**config.mk**
```make
export PLATFORM = sky130hd
export DESIGN_NAME = vc_crossbar3_alloc_flat
export DESIGN_NICKNAME = d
export VERILOG_FILES = /design/src/rtl/vc_crossbar3_alloc_if.sv /design/src/rtl/vc_crossbar3_alloc.sv /design/src/flat_wrapper.sv
export SDC_FILE = /design/constraint.sdc
export NUM_CORES = 1
export LEC_CHECK = 0
export CAP_MARGIN = 0
export CORE_MARGIN = 4
export CORE_UTILIZATION = 43
export CTS_CLUSTER_SIZE = 28
export DETAILED_ROUTE_END_ITERATION = 16
export GPL_TIMING_DRIVEN = 1
export PLACE_DENSITY = 0.72
export RECOVER_POWER = 50
export SLEW_MARGIN = 20
export SYNTH_ARGS = -nofsm -noshare
export SYNTH_HDL_FRONTEND = slang
export SYNTH_SLANG_ARGS = --single-unit
```
**constraint.sdc**
```tcl
create_clock -name clk -period 2.89 [get_ports clk]
set_clock_uncertainty 0.05 [all_clocks]
set_input_delay 0.7225 -clock clk [delete_from_list [all_inputs] [get_ports clk]]
set_output_delay 0.7225 -clock clk [all_outputs]
set_load 0.03 [all_outputs]
```
**src/rtl/vc_crossbar3_alloc_if.sv**
```systemverilog
// Handshake bundle between the 3x3 switch allocator and its inputs/outputs.
// master = flit sources and downstream ready; slave = the allocator.
interface vc_crossbar3_alloc_if;
   logic [2:0] in_val;
   logic [5:0] in_dest;
   logic [2:0] in_tail;
   logic [2:0] in_rdy;
   logic [2:0] out_val;
   logic [2:0] out_rdy;
   logic [1:0] sel0;
   logic [1:0] sel1;
   logic [1:0] sel2;

   modport master (
      output in_val, in_dest, in_tail, out_rdy,
      input  in_rdy, out_val, sel0, sel1, sel2
   );

   modport slave (
      input  in_val, in_dest, in_tail, out_rdy,
      output in_rdy, out_val, sel0, sel1, sel2
   );
endinterface

```
**src/rtl/vc_crossbar3_alloc.sv**
```systemverilog
// Switch allocator for a 3x3 crossbar: per-output round-robin arbitration
// with packet locking from head to tail flit. Grants are combinational.
//
// Per-output lock state:
//   state     | meaning
//   ST_OPEN   | output free; arbitrate round-robin starting at ptr
//   ST_LOCKED | mid-packet; only owner may be granted until its tail transfers
module vc_crossbar3_alloc (
   input  logic                  clk,
   input  logic                  reset,
   input  logic                  cur_sd,
   vc_crossbar3_alloc_if.slave   bus
);

   typedef enum logic {
      ST_OPEN   = 1'b0,
      ST_LOCKED = 1'b1
   } lock_state_e;

   lock_state_e state_q [3];
   lock_state_e state_d [3];
   logic [1:0]  ptr_q   [3];
   logic [1:0]  ptr_d   [3];
   logic [1:0]  owner_q [3];
   logic [1:0]  owner_d [3];

   logic [1:0]  dest    [3];
   logic [2:0]  req     [3];
   logic [2:0]  gnt_val;
   logic [1:0]  gnt_idx [3];
   logic [1:0]  sel     [3];
   logic [2:0]  xfer;

   // Security label is carried for information-flow tooling only.
   logic unused_cur_sd;
   assign unused_cur_sd = cur_sd;

   function automatic logic [1:0] inc3(input logic [1:0] v);
      return (v == 2'd2) ? 2'd0 : v + 2'd1;
   endfunction

   // req[o][i]: input i presents a flit for output o; dest 3 matches nothing.
   always_comb begin
      for (int i = 0; i < 3; i++) begin
         dest[i] = bus.in_dest[2*i +: 2];
      end
      for (int o = 0; o < 3; o++) begin
         req[o] = 3'b000;
         for (int i = 0; i < 3; i++) begin
            req[o][i] = bus.in_val[i] && (dest[i] == 2'(o));
         end
      end
   end

   always_comb begin
      logic [1:0] cand;
      cand    = 2'd0;
      gnt_val = 3'b000;
      for (int o = 0; o < 3; o++) begin
         gnt_idx[o] = 2'd0;
         if (state_q[o] == ST_LOCKED) begin
            gnt_val[o] = req[o][owner_q[o]];
            gnt_idx[o] = owner_q[o];
         end else begin
            cand = ptr_q[o];
            for (int k = 0; k < 3; k++) begin
               if (!gnt_val[o] && req[o][cand]) begin
                  gnt_val[o] = 1'b1;
                  gnt_idx[o] = cand;
               end
               cand = inc3(cand);
            end
         end
      end
   end

   // A stalled owner keeps sel parked on itself so the datapath does not glitch.
   always_comb begin
      bus.out_val = 3'b000;
      bus.in_rdy  = 3'b000;
      xfer        = 3'b000;
      for (int o = 0; o < 3; o++) begin
         sel[o] = 2'd0;
      end
      if (!reset) begin
         for (int o = 0; o < 3; o++) begin
            bus.out_val[o] = gnt_val[o];
            xfer[o]        = gnt_val[o] && bus.out_rdy[o];
            if (gnt_val[o]) begin
               sel[o] = gnt_idx[o];
            end else if (state_q[o] == ST_LOCKED) begin
               sel[o] = owner_q[o];
            end
         end
         for (int i = 0; i < 3; i++) begin
            if (dest[i] != 2'd3) begin
               bus.in_rdy[i] = gnt_val[dest[i]] && (gnt_idx[dest[i]] == 2'(i))
                               && bus.out_rdy[dest[i]];
            end
         end
      end
   end

   assign bus.sel0 = sel[0];
   assign bus.sel1 = sel[1];
   assign bus.sel2 = sel[2];

   always_comb begin
      for (int o = 0; o < 3; o++) begin
         state_d[o] = state_q[o];
         ptr_d[o]   = ptr_q[o];
         owner_d[o] = owner_q[o];
         if (xfer[o]) begin
            if (bus.in_tail[gnt_idx[o]]) begin
               state_d[o] = ST_OPEN;
               ptr_d[o]   = inc3(gnt_idx[o]);
            end else begin
               state_d[o] = ST_LOCKED;
               owner_d[o] = gnt_idx[o];
            end
         end
      end
   end

   always_ff @(posedge clk) begin
      if (reset) begin
         for (int o = 0; o < 3; o++) begin
            state_q[o] <= ST_OPEN;
            ptr_q[o]   <= 2'd0;
            owner_q[o] <= 2'd0;
         end
      end else begin
         for (int o = 0; o < 3; o++) begin
            state_q[o] <= state_d[o];
            ptr_q[o]   <= ptr_d[o];
            owner_q[o] <= owner_d[o];
         end
      end
   end

endmodule

```
**src/flat_wrapper.sv**
```systemverilog
// flat-port wrapper written by rule: the top's interface ports become plain ports
module vc_crossbar3_alloc_flat 
  (clk, reset, cur_sd, bus_in_val, bus_in_dest, bus_in_tail, bus_out_rdy, bus_in_rdy, bus_out_val, bus_sel0, bus_sel1, bus_sel2);
  vc_crossbar3_alloc_if bus_i ();
  input  logic clk;
  input  logic reset;
  input  logic cur_sd;
  input wire logic [$bits(bus_i.in_val)-1:0] bus_in_val;
  input wire logic [$bits(bus_i.in_dest)-1:0] bus_in_dest;
  input wire logic [$bits(bus_i.in_tail)-1:0] bus_in_tail;
  input wire logic [$bits(bus_i.out_rdy)-1:0] bus_out_rdy;
  output wire logic [$bits(bus_i.in_rdy)-1:0] bus_in_rdy;
  output wire logic [$bits(bus_i.out_val)-1:0] bus_out_val;
  output wire logic [$bits(bus_i.sel0)-1:0] bus_sel0;
  output wire logic [$bits(bus_i.sel1)-1:0] bus_sel1;
  output wire logic [$bits(bus_i.sel2)-1:0] bus_sel2;
  assign bus_i.in_val = bus_in_val;
  assign bus_i.in_dest = bus_in_dest;
  assign bus_i.in_tail = bus_in_tail;
  assign bus_i.out_rdy = bus_out_rdy;
  assign bus_in_rdy = bus_i.in_rdy;
  assign bus_out_val = bus_i.out_val;
  assign bus_sel0 = bus_i.sel0;
  assign bus_sel1 = bus_i.sel1;
  assign bus_sel2 = bus_i.sel2;
  vc_crossbar3_alloc u_core (.clk(clk), .reset(reset), .cur_sd(cur_sd), .bus(bus_i));
endmodule
```
==> results.yml, run 1 <==
clocking:
  clockRootBuffer: "clkbuf_4"
  cts_tree: "built"
  cts_made_buffers: 3
  cts.sinks: 15
  clkSlewWorstSetupHoldPaths_ns: 0.09
  cts-htree-levels: 1
  holdBufCountCts: 0
  clk_latency_ns: 0.30
  max-clock-path-buffers: 2
worst_hold_path:
  hold_start: "u_core.owner_q[0][3]"
  min_path_type: "flop to flop"
run:
  max_cap_viol_count: 0
floorplanning:
  design.core.area_mm2: 0.003153
  rows: 20
  start_util: 0.4627
  dieArea_mm2: 0.004388
  ios: 30
  dieWidth_um: 66.25
  fp.dieH_um: 66.25
synthesis:
  syn_inst: 186
  ys_warn_count: 0
  syn_nets: 204
  netlist_area_mm2: 0.001459
  synth-edff-count: 0
  ys.flop_type: "dfxtp_1"
  netlist-cell-type-count: 59
  avgSynthCellArea_um2: 7.844
  synth_seq_area_share: 0.2058
  ys_ff_latch: 15
  async_flop_share: 0
global_route:
  antenna_found_initial: 0
  grt_pass1_vias: 2042
  gr-total-overflow: 0
  grt_usage: 0.2915
  grt_first_pass_wirelength_mm: 9.694
  grt_max_degree: 22
cells_and_area:
  drive_gt1_frac: 0.4516
  final-seq-area_um2: 300.3
  antenna_cells: 0
  fillers: 224
  finalNetCount: 298
  fin_cells: 323
  multi_input_area_mm2: 0.001336
  area_delta_synth_final_pct: 75.47
  final_util: 0.8119
power_and_ir_drop:
  ir_drop_v: 0.0002019
  power_density_mw_per_mm2: 264.9
  power.leakage_nw: 1.024
  p_total_mw: 0.6781
timing:
  period_share: 1.160
  tightest_slew_ns: 0.4804
  worst_slew_margin_rel: 0.6793
  slew_violations: 0
  finalSetupViolCount: 7
  hold_violations: 0
  grt_setup_unrepaired: "yes"
  max_freq_ghz: 0.2984
  fin_ws_ns: -0.4613
  period_needed_ns: 3.351
detailed_routing:
  vias: 1964
  drt_iter0_drc: 145
  wl_per_cell_um: 18.96
  vias_per_cell: 6.080
  first_pass_iters: 4
  routed_wl_mm: 6.124
  antenna_left: 0
  drcViolationCount: 0
critical_path:
  crit_path_start: "bus_in_dest[2]"
  cp-end-kind: "output pin"
  path_max_fanout: 2
  cp-start-kind: "primary input"
  required_ns: 2.12
  r2r-start: "u_core.ptr_q[0][4]"
  arrival_ns: 2.58
  critical_path_class: "primary input to output pin"
outcome:
  violations: "negative setup slack"
  outcome: "finished with violations"
placement:
  place.gp.congestion: 1.051
  hpwl_mm: 4.401
  placed_cells: 302
  port_buffers: 28
## kinds of logic (layout without fill, tap and decap cells)
group           Yosys count  in the layout  share of synthesized area
compound gates           59             59                     0.3156
buf+inv                  17            110                    0.04631
flops                    15             15                     0.2058
mux                      11             11                    0.07890
simple gates             84             84                     0.3533
## Yosys cell counts (all sizes together) (2+ instances only)
cell type	count	area [um2]
buf	4	18.76
nand4bb	2	22.52
nand2b	2	12.51
nor4bb	6	60.06
a21oi	10	50.05
a211oi	2	15.01
nand3	7	35.03
nor2	17	63.81
or3	2	17.52
a31oi	2	12.51
and2	2	12.51
nor2b	2	12.51
nand3b	5	37.54
a311oi	2	35.04
o2111ai	2	17.52
and3	4	25.02
nor3b	5	37.54
and3b	2	17.52
o211ai	3	22.52
nand4b	2	17.52
a31o	2	17.52
dfxtp	15	300.3
o31a	2	17.52
o21a	4	30.03
a22o	2	17.52
nand2	15	56.30
inv	11	41.29
nor3	3	15.01
clkbuf	2	7.510
mux2i	7	70.07
o31ai	2	15.01
mux2	4	45.04
o21ai	10	50.05
a221oi	4	41.29
and4b	2	20.02
a2111oi	2	20.02
## what timing repair did
item                                    4_1_cts  5_1_grt
buffers inserted                             12        6
endpoints found under the setup margin       21        8
pin swaps                                    23       14
resized for setup                           101       20
## registers in the layout (all words and copies together), names as in the netlist
| register | flops |
|---|---|
| u_core.ptr_q | 6 |
| u_core.state_q | 3 |
| u_core.owner_q | 6 |
## report_power, final
group | switching, mW | total (mW) | internal, mW | leakage, nW
Sequential | 0.0131 | 0.228 | 0.215 | 0.122
Combinational | 0.159 | 0.322 | 0.163 | 0.888
Clock | 0.0746 | 0.128 | 0.0539 | 0.0150
## path summary, 6_finish.rpt
path,end,slack (ns),depth (start not counted)
min,u_core.owner_q[0][3],0.52,2
max reg2reg,u_core.owner_q[0][4],0.44,7
max,bus_in_rdy[2],-0.46,8
min reg2reg,u_core.owner_q[0][3],0.52,2
## metrics by stage
step / hold slack [ns] / TNS, ns / cell area (um2) / worst slack (ns)
after floorplan: 0.4193 / -0.6819 / 1514 / -0.3704
after global placement: 0.4702 / -10.22 / 2163 / -1.035
after detailed placement: 0.4743 / -11.84 / 2163 / -1.092
after CTS: 0.4969 / -1.145 / 2459 / -0.5237
after global routing: 0.5552 / -2.275 / 2560 / -0.5056
final: 0.5205 / -1.468 / 2560 / -0.4613
## worst max-delay path, stage by stage
cell      delay [ns]
buf_8           0.09
or3b_4          0.41
or3_4           0.40
a311oi_4        0.24
and2b_2         0.23
a32oi_4         0.07
o32ai_4         0.23
buf_6           0.17
## placed cells by master, fill, tap and decap left out, drive strengths merged, types with 6 or more instances in the layout
master,netlist,layout
o21ai,10,10
clkdlybuf4s50,0,7
mux2i,7,7
dfxtp,15,15
inv,11,11
clkbuf,2,9
nor4bb,6,6
nand3,7,7
buf,4,83
a21oi,10,10
nor2,17,17
nand2,15,15
## routing by layer
metal  up-vias  global-route usage  part of all wire
met4         0              0.1574             0.032
met1       932              0.3555              0.40
met3        22             0.04932             0.077
met2        95              0.4820              0.49
met5         -                   0                 0
li1        915                   -                 -
## layout make-up
type | count | share of cell area
Clock buffer | 4 | 0.01026
Timing Repair Buffer | 95 | 0.3128
Multi-Input combinational cell | 154 | 0.5220
Inverter | 11 | 0.01613
Sequential cell | 15 | 0.1173
Tap cell | 44 | 0.02151
Note: power is estimated with default switching activity, not from simulation.
==> inputs of run 2 (changes only) <==
--- a/config.mk
+++ b/config.mk
@@ -6,12 +6,13 @@
 export NUM_CORES = 1
 export LEC_CHECK = 0
 export CAP_MARGIN = 0
-export CORE_MARGIN = 4
+export CORE_MARGIN = 10
 export CORE_UTILIZATION = 43
 export CTS_CLUSTER_SIZE = 28
 export DETAILED_ROUTE_END_ITERATION = 16
+export DONT_BUFFER_PORTS = 1
 export GPL_TIMING_DRIVEN = 1
-export PLACE_DENSITY = 0.72
+export PLACE_DENSITY = 0.6
 export RECOVER_POWER = 50
 export SLEW_MARGIN = 20
 export SYNTH_ARGS = -nofsm -noshare
==> run 2 against run 1 <==
Compared with the run above: the run still ends with negative setup slack left; sequential share of layout area increased by 4.4 points; global-route usage is 13 points lower; hold slack worse by 0.089 ns; critical path depth decreased by 1; die area increased by 40%; cell area shrank 27%; non-clock buffer count fell by 60; core utilization is 25 points lower.
==> results.yml, run 2 (same netlist as run 1, synthesis figures left out) <==
placement:
  port_buffers: 0
  hpwl_mm: 3.937
  place.gp.congestion: 0.8493
  placed_cells: 257
detailed_routing:
  antenna_left: 0
  vias: 1693
  vias_per_cell: 6.389
  drt_iter0_drc: 203
  routed_wl_mm: 5.085
  drcViolationCount: 0
  wl_per_cell_um: 19.19
  first_pass_iters: 4
floorplanning:
  dieWidth_um: 78.25
  rows: 21
  design.core.area_mm2: 0.003311
  ios: 30
  dieArea_mm2: 0.006122
  fp.dieH_um: 78.25
  start_util: 0.4407
clocking:
  cts_made_buffers: 3
  max-clock-path-buffers: 2
  clk_latency_ns: 0.30
  cts-htree-levels: 1
  clkSlewWorstSetupHoldPaths_ns: 0.11
  clockRootBuffer: "clkbuf_4"
  cts.sinks: 15
  cts_tree: "built"
critical_path:
  path_max_fanout: 7
  rr_worst_depth: 7
  regToRegSetupSlack_ns: 0.38
  cp-end-kind: "output pin"
  critical_path_class: "primary input to output pin"
  rr_endpoint: "u_core.owner_q[0][4]"
  cp-start-kind: "primary input"
  required_ns: 2.12
  arrival_ns: 2.39
  r2r-start: "u_core.ptr_q[0][4]"
cells_and_area:
  antenna_cells: 0
  area_delta_synth_final_pct: 27.79
  finalNetCount: 238
  final_cell_mix: "32 x buf_4, 15 x nand2_1, 15 x nor2_1, 15 x dfxtp_1, 11 x inv_1"
  drive_gt1_frac: 0.2420
  multi_input_area_mm2: 0.001162
  fillers: 327
  layout_commonest_cell: "buf_4"
  top_regs: "u_core.owner_q x6, u_core.ptr_q x6, u_core.state_q x3"
  final-seq-area_um2: 300.3
  final_util: 0.5631
  fin_cells: 265
timing:
  worst_slew_margin_rel: 0.6746
  period_share: 1.096
  holdWs_ns: 0.4317
  period_needed_ns: 3.167
  tns_ns: -0.4806
  slew_violations: 0
  grt_setup_unrepaired: "yes"
  tightest_slew_ns: 0.4872
  hold_violations: 0
  max_freq_ghz: 0.3158
  fin_ws_ns: -0.2766
  finalSetupViolCount: 3
run:
  max_cap_viol_count: 0
outcome:
  outcome: "finished with violations"
  violations: "negative setup slack"
global_route:
  grt_usage: 0.1629
  gr-total-overflow: 0
  grt_first_pass_wirelength_mm: 8.307
  antenna_found_initial: 0
  grt_max_degree: 25
  grt_pass1_vias: 1707
power_and_ir_drop:
  ir_drop_v: 0.0002540
  power_density_mw_per_mm2: 291.9
  p_total_mw: 0.5442
  power.leakage_nw: 0.6987
worst_hold_path:
  whs_path_depth: 1
  min_path_type: "primary input to flop"
  whs_endpoint: "u_core.ptr_q[0][4]"
  hold_start: "reset"
run 2: cell types whose count changed in the layout (fill, tap and decap cells not counted), sizes merged:
cell and change:
buf -49, clkdlybuf4s50 -7, clkbuf -5, clkinv +1
run 2: routing by layer:
layer | global-route usage | share of wire | vias up
met5 | 0 | 0 | -
met4 | 0.06093 | 0.025 | 0
met3 | 0.04328 | 0.085 | 15
met2 | 0.2837 | 0.48 | 73
met1 | 0.1855 | 0.41 | 808
li1 | - | - | 797
run 2: what timing repair did:
action | in CTS | in global routing
hold buffers | 0 | 0
endpoints found under the setup margin | 3 | 4
gates resized for setup | 5 | 4
buffers inserted | 2 | 3
pin swaps | 3 | 3
run 2: per-stage QoR:
| stage | instance area [um2] | setup slack (ns) |
|---|---|---|
| final | 1864 | -0.2766 |
| after global routing | 1864 | -0.3256 |
| after CTS | 1844 | -0.2715 |
| after detailed placement | 1780 | -0.3342 |
| after global placement | 1780 | -0.3452 |
| after floorplan | 1514 | -0.3704 |
run 2: cell type report:
cell class	instances	share of cell area
Clock inverter	1	0.002685
Timing Repair Buffer	35	0.1477
Sequential cell	15	0.1611
Multi-Input combinational cell	154	0.6235
Inverter	11	0.02215
Tap cell	46	0.03087
Clock buffer	3	0.01208
run 2: critical path, cell delays in order:
cell,delay [ns]
or3b_4,0.38
or3_4,0.36
a311oi_4,0.24
and2b_1,0.20
a32oi_2,0.07
o32ai_4,0.26
buf_12,0.16
run 2: how the worst max path moves through the flow:
stage	startpoint	end	cells after the start
floorplan	bus_in_dest[3]	bus_in_rdy[2]	6
global placement	bus_in_dest[3]	bus_in_rdy[2]	7
detailed placement	bus_in_dest[3]	bus_in_rdy[2]	7
CTS	bus_in_dest[3]	bus_in_rdy[2]	7
global route	bus_in_dest[3]	bus_in_rdy[2]	7
finish	bus_in_dest[3]	bus_in_rdy[2]	7
run 2: report_power, final:
part / internal (mW) / switching [mW] / total (mW)
Combinational: 0.0883 / 0.0985 / 0.187
Clock: 0.0515 / 0.0804 / 0.132
Sequential: 0.215 / 0.0106 / 0.225
